$ cat src/rtl/instruction_fetch_if.sv
// Fetch-stage bus: control inputs, program memory port and the decoder-facing
// instruction output, bundled for the instruction_fetch block.
//
// Flow semantics: Stall=1 means the downstream stage is not ready; the fetch
// stage then freezes completely and drops PM_RE. When Stall=0, the word on
// Ins is consumed on every rising edge; Ins_Valid=0 marks a bubble and always
// comes with Ins equal to the NOP word. PM_Data is the memory word for the
// address presented with PM_RE=1 in the previous cycle.
interface instruction_fetch_if #(
    parameter int PC_WIDTH  = 8,
    parameter int INS_WIDTH = 13
);
    logic                 Start;
    logic                 Stall;
    logic                 Jump;
    logic [PC_WIDTH-1:0]  JumpAddr;
    logic [PC_WIDTH-1:0]  PM_Addr;
    logic                 PM_RE;
    logic [INS_WIDTH-1:0] PM_Data;
    logic [INS_WIDTH-1:0] Ins;
    logic                 Ins_Valid;
    logic [PC_WIDTH-1:0]  Ins_PC;
    logic                 Halted;

    // Fetch stage side
    modport master (
        input  Start, Stall, Jump, JumpAddr, PM_Data,
        output PM_Addr, PM_RE, Ins, Ins_Valid, Ins_PC, Halted
    );

    // Environment side (control, program memory and decoder)
    modport slave (
        output Start, Stall, Jump, JumpAddr, PM_Data,
        input  PM_Addr, PM_RE, Ins, Ins_Valid, Ins_PC, Halted
    );
endinterface

$ cat src/rtl/instruction_fetch.sv
// Instruction fetch stage: holds the PC, drives a 1-cycle-latency program
// memory, registers the returned word for the decoder, and handles start,
// stall, jump redirect and HALT detection. Bubbles are presented as NOP_INS.
module instruction_fetch #(
    parameter int                   PC_WIDTH     = 8,
    parameter int                   INS_WIDTH    = 13,
    parameter logic [PC_WIDTH-1:0]  RESET_VECTOR = '0,
    parameter logic [INS_WIDTH-1:0] NOP_INS      = 13'h1F00,
    parameter logic [4:0]           HALT_OPCODE  = 5'b11110
) (
    input  logic                clk,
    input  logic                rst_n,
    instruction_fetch_if.master bus,
    output logic [1:0]          state_dbg
);

    typedef enum logic [1:0] {
        IDLE   = 2'd0,
        RUN    = 2'd1,
        HALTED = 2'd2
    } state_t;

    state_t               state;
    logic [PC_WIDTH-1:0]  pc;
    logic                 pend_valid;   // a read was issued last cycle and is still wanted
    logic [PC_WIDTH-1:0]  pend_pc;      // address of that read
    logic [INS_WIDTH-1:0] ins_q;
    logic                 ins_valid_q;
    logic [PC_WIDTH-1:0]  ins_pc_q;
    logic                 halted_q;
    logic                 halt_capture;
    logic                 take_word;

    // A HALT word returning for a live read stops fetch, unless a jump
    // on the same edge makes that word wrong-path.
    assign halt_capture = pend_valid & ~bus.Jump &
                          (bus.PM_Data[INS_WIDTH-1 -: 5] == HALT_OPCODE);
    assign take_word    = pend_valid & ~bus.Jump;

    assign bus.PM_Addr   = pc;
    assign bus.PM_RE     = (state == RUN) & ~bus.Stall;
    assign bus.Ins       = ins_q;
    assign bus.Ins_Valid = ins_valid_q;
    assign bus.Ins_PC    = ins_pc_q;
    assign bus.Halted    = halted_q;
    assign state_dbg     = state;

    // Fetch FSM, PC / pending-read tracking and registered decoder outputs
    always_ff @(posedge clk or negedge rst_n) begin
        if (!rst_n) begin
            state       <= IDLE;
            pc          <= RESET_VECTOR;
            pend_valid  <= 1'b0;
            pend_pc     <= '0;
            ins_q       <= NOP_INS;
            ins_valid_q <= 1'b0;
            ins_pc_q    <= '0;
            halted_q    <= 1'b0;
        end else if (!bus.Stall) begin
            case (state)
                IDLE: begin
                    if (bus.Start) state <= RUN;
                end
                HALTED: begin
                    if (bus.Start) begin
                        state    <= RUN;
                        halted_q <= 1'b0;
                    end
                end
                RUN: begin
                    if (halt_capture) begin
                        // pc already points one past the HALT word: resume there
                        state       <= HALTED;
                        halted_q    <= 1'b1;
                        ins_q       <= NOP_INS;
                        ins_valid_q <= 1'b0;
                        ins_pc_q    <= pend_pc;
                        pend_valid  <= 1'b0;
                    end else begin
                        ins_q       <= take_word ? bus.PM_Data : NOP_INS;
                        ins_valid_q <= take_word;
                        ins_pc_q    <= pend_pc;
                        pend_pc     <= pc;
                        pend_valid  <= ~bus.Jump;
                        pc          <= bus.Jump ? bus.JumpAddr : pc + PC_WIDTH'(1);
                    end
                end
                default: state <= IDLE;
            endcase
        end
    end

endmodule

$ cat src/flat_wrapper.sv
// flat-port wrapper written by rule: the top's interface ports become plain ports
module instruction_fetch_flat 
#(
    parameter int                   PC_WIDTH     = 8,
    parameter int                   INS_WIDTH    = 13,
    parameter logic [PC_WIDTH-1:0]  RESET_VECTOR = '0,
    parameter logic [INS_WIDTH-1:0] NOP_INS      = 13'h1F00,
    parameter logic [4:0]           HALT_OPCODE  = 5'b11110
)
  (clk, rst_n, state_dbg, bus_Start, bus_Stall, bus_Jump, bus_JumpAddr, bus_PM_Data, bus_PM_Addr, bus_PM_RE, bus_Ins, bus_Ins_Valid, bus_Ins_PC, bus_Halted);
  instruction_fetch_if #(.PC_WIDTH(PC_WIDTH), .INS_WIDTH(INS_WIDTH)) bus_i ();
  input  logic clk;
  input  logic rst_n;
  output logic [1:0] state_dbg;
  input wire logic [$bits(bus_i.Start)-1:0] bus_Start;
  input wire logic [$bits(bus_i.Stall)-1:0] bus_Stall;
  input wire logic [$bits(bus_i.Jump)-1:0] bus_Jump;
  input wire logic [$bits(bus_i.JumpAddr)-1:0] bus_JumpAddr;
  input wire logic [$bits(bus_i.PM_Data)-1:0] bus_PM_Data;
  output wire logic [$bits(bus_i.PM_Addr)-1:0] bus_PM_Addr;
  output wire logic [$bits(bus_i.PM_RE)-1:0] bus_PM_RE;
  output wire logic [$bits(bus_i.Ins)-1:0] bus_Ins;
  output wire logic [$bits(bus_i.Ins_Valid)-1:0] bus_Ins_Valid;
  output wire logic [$bits(bus_i.Ins_PC)-1:0] bus_Ins_PC;
  output wire logic [$bits(bus_i.Halted)-1:0] bus_Halted;
  assign bus_i.Start = bus_Start;
  assign bus_i.Stall = bus_Stall;
  assign bus_i.Jump = bus_Jump;
  assign bus_i.JumpAddr = bus_JumpAddr;
  assign bus_i.PM_Data = bus_PM_Data;
  assign bus_PM_Addr = bus_i.PM_Addr;
  assign bus_PM_RE = bus_i.PM_RE;
  assign bus_Ins = bus_i.Ins;
  assign bus_Ins_Valid = bus_i.Ins_Valid;
  assign bus_Ins_PC = bus_i.Ins_PC;
  assign bus_Halted = bus_i.Halted;
  instruction_fetch #(.PC_WIDTH(PC_WIDTH), .INS_WIDTH(INS_WIDTH), .RESET_VECTOR(RESET_VECTOR), .NOP_INS(NOP_INS), .HALT_OPCODE(HALT_OPCODE)) u_core (.clk(clk), .rst_n(rst_n), .bus(bus_i), .state_dbg(state_dbg));
endmodule
$ cat config.mk
export PLATFORM = sky130hd
export DESIGN_NAME = instruction_fetch_flat
export DESIGN_NICKNAME = d
export VERILOG_FILES = /design/src/rtl/instruction_fetch_if.sv /design/src/rtl/instruction_fetch.sv /design/src/flat_wrapper.sv
export SDC_FILE = /design/constraint.sdc
export NUM_CORES = 1
export LEC_CHECK = 0
export ABC_AREA = 0
export BUFFER_PORTS_ARGS = -buffer_cell sky130_fd_sc_hd__buf_2
export CORE_ASPECT_RATIO = 0.75
export CORE_MARGIN = 5
export CORE_UTILIZATION = 41
export CTS_BUF_LIST = sky130_fd_sc_hd__clkbuf_2
export CTS_CLUSTER_DIAMETER = 150
export DETAILED_ROUTE_END_ITERATION = 16
export PLACE_DENSITY_LB_ADDON = 0.2
export SLEW_MARGIN = 10
export SYNTH_ARGS = -nofsm -noshare
export SYNTH_HDL_FRONTEND = slang
export SYNTH_SLANG_ARGS = --single-unit
$ cat constraint.sdc
create_clock -name clk -period 2 [get_ports clk]
set_input_delay 0.4 -clock clk [delete_from_list [all_inputs] [get_ports clk]]
set_output_delay 0.4 -clock clk [all_outputs]
set_load 0.005 [all_outputs]
==> impl_results.md <==
- Antenna violations before repair: 0
- CP required: 1.60 ns
- Worst Tran Pin Value: 0.734 ns
- First-pass DRT Iterations: 4
- Max Cap Viol: 0
- GP Congestion: 0.719
- Comb pwr share: 22.2%
- Maximum clock insertion buffer count: 2
- Drt wl/cell: 13.3 um
- Worst Hold Class: primary input to asynchronous set/reset pin
- Worst reg2reg startpoint: u_core.pend_valid$_DFFE_PN0P_
- FF+latch area: 1060 um2
- Synth Flop Type: dfrtp_1
- Flop-to-flop setup slack: 0.20 ns
- Syn nets: 205
- Post-Syn Area: 1830 um2
- R2R cell count: 3
- Critical setup path kind: flop to output port
- Syn Inst Count: 178
- EDFF count, synth: 0
- Register area share after synthesis: 57.8%
- Worst-skew pair later-pin latency: 0.38 ns
- Critical path destination: bus_PM_RE
- Final TNS setup: 0 ns
- Global-route wire length before repair: 6630 um
- Site Rows: 21
- Synth Warn #: 0
- Arr. time, crit path: 1.51 ns
- Clock network fraction of total power: 18.7%
- Area Overhead vs Synth: 26.7%
- NetSw: 570 uW
- H-tree levels: 2
- Power per cell area: 821 nW/um2
- Critical path fanouts, max: 3
- Vias in the first global route: 1419
- Yosys cell types: 35
- CTS tree: yes
- F_max: 524 MHz
- Final worst-path cycle share: 95.4%
- Internal: 1330 uW
- Max-slew violation count: 0
- Total grt overflow: 0
- Die ar.: 5910 um2
- # DRC: 0
- Fill cells: 417
- Unrepaired setup endpoints after global routing: no
- Nets: 274
- Clock transition at path regs: 0.19 ns
- # IOs: 60
- Share of layout cells above drive strength 1: 37.9%
- Hold_buf cts: 0
- Worst IR Drop VDD: 0.301 mV
- Post-DR vias/cell: 4.90
- Final WL: 4060 um
- Worst Setup SP: u_core.state_dbg[1]$_DFFE_PN0P_
- Final setup fails: 0
- Initial DRC Count: 48
- Sw frac: 29.9%
- Final core occ: 52.9%
- Area occupied by multi-input gates: 703 um2
- Die height: 67.9 um
- Rel. slew slack: 51.1%
- Syn avg cell area: 10.3 um2
- Cell with the most instances after synthesis: dfrtp_1
- Worst R2R End: u_core.pend_pc[2]$_DFFE_PN0P_
- Leakage Power: 0.00120 uW
- Port Buffers: 59
- Post-synth top area share: 50.6%
- All-layer global routing usage: 14.7%
- Starting Density: 41.7%
- Vias: 1495
- Clk root buf: clkbuf_2
- Skew final: 0.00939 ns
- CTS Sinks: 42
- Asr flop ratio synth: 100%
- ANT nets after route: 0
- FF+latch count, synth: 42
- Largest net degree at the start of global routing: 43
- Sequential group share of total power: 59.1%
- Top post-synthesis cells by count: dfrtp_1, nand2_1, o21ai_0
- Tmin final: 1.91 ns
- CTS Buf Count: 5
- DP HPWL: 2850 um
- Core box area: 4390 um2
- Final Hold Vio Count: 0
- Top post-synthesis cells by area: dfrtp_1, dfstp_2, nand2_1
- Leading area contributor after synthesis: dfrtp_1
- Worst setup EP type: output port
- Die width: 87.2 um
- Outcome: finished, final reports clean
- Startpoint types: flop
- # diodes: 0
==> final cells by class <==
class | count | share of cell area (%)
Clock buffer | 8 | 1.73
Inverter | 5 | 0.809
Multi-Input combinational cell | 122 | 30.3
Sequential cell | 42 | 45.6
Tap cell | 57 | 3.07
Timing Repair Buffer | 71 | 18.5
==> power groups by stage <==
stage	clock [uW]	sequential, uW	combinational, uW
floorplan	0	1130	210
global placement	0	1140	399
detailed placement	0	1150	407
CTS	375	1130	426
global route	408	1150	479
finish	355	1130	423
==> flip-flops by register name, indices dropped and copies added (netlist names) <==
register,flops
u_core.state_dbg,2
u_core.bus.Ins,13
u_core.pend_pc,8
u_core.bus.Ins_PC,8
u_core.bus.PM_Addr,8
u_core.bus.Ins_Valid,1
u_core.bus.Halted,1
u_core.pend_valid,1
==> worst min path at each step <==
stage	start	endpoint	slack, ns	cells after the start
2_1_floorplan	rst_n	u_core.bus.Halted$_DFFE_PN0P_	0.10	0
6_report	rst_n	u_core.bus.Ins_Valid$_DFFE_PN0P_	0.03	2
3_3_place_gp	u_core.bus.Ins[12]$_DFFE_PN1P_	u_core.bus.Ins[12]$_DFFE_PN1P_	0.45	2
4_1_cts	rst_n	u_core.bus.PM_Addr[7]$_DFFE_PN0P_	0.02	2
3_5_place_dp	u_core.pend_pc[5]$_DFFE_PN0P_	u_core.bus.Ins_PC[5]$_DFFE_PN0P_	0.45	2
5_1_grt	rst_n	u_core.bus.Ins[5]$_DFFE_PN0P_	0.05	2
==> routing by layer <==
layer | share of wire [%] | up-vias | GRT usage (%)
met2 | 43 | 36 | 20.8
met3 | 5.8 | 6 | 4.09
met1 | 50 | 700 | 20.9
met4 | 1.4 | 0 | 6.90
met5 | 0 | - | 0
li1 | - | 753 | -
==> worst max-delay path, stage by stage, from the launching register on <==
cell	delay [ns]
dfrtp_1	0.43
or3b_4	0.43
buf_12	0.14
inv_2	0.05
buf_6	0.08
==> cells by family after synthesis <==
logic type	after synthesis	share of synthesized area [%]
AND/OR/NAND/NOR	66	16.5
AO/OA/AOI/OAI	47	15.9
flip-flops	42	57.8
buffers and inverters	14	3.83
multiplexers	8	5.26
adder cells (fa/ha/maj)	1	0.683
==> cell usage in the layout (no fill, tap or decap), drive strengths merged, types with 2 or more instances in the layout <==
cell type   n
a21oi      10
nor3        2
dfrtp      37
clkbuf      8
a22o        8
a21o        2
nand3       2
o21ai      18
buf        70
nor2       14
dfstp       5
inv         5
a31oi       4
mux2        7
nor2b       3
and3        2
nand2      35
==> stage by stage <==
| stage | total power, uW | std cells | setup WS, ns | hold WS [ns] | cell area (um2) |
|---|---|---|---|---|---|
| 5_1_grt | 2040 | 305 | 0.00525 | 0.0484 | 2320 |
| 4_1_cts | 1930 | 302 | 0.00745 | 0.0199 | 2290 |
| 3_5_place_dp | 1550 | 291 | 0.00550 | 0.454 | 2190 |
| 3_3_place_gp | 1540 | 291 | 0.0429 | 0.447 | 2190 |
| 2_1_floorplan | 1340 | 178 | 0.325 | 0.104 | 1830 |
| 6_report | 1900 | 305 | 0.0910 | 0.0346 | 2320 |
==> what timing repair did <==
item / 4_1_cts / 5_1_grt
setup buffers: 2 / 3
pin swaps: 1 / 1
setup endpoints to repair: 1 / 1
resized for setup: 3 / 2
endpoints found under the hold margin: 0 / 0
gates cloned: 1 / 0
Note: power is estimated with default switching activity, not from simulation.
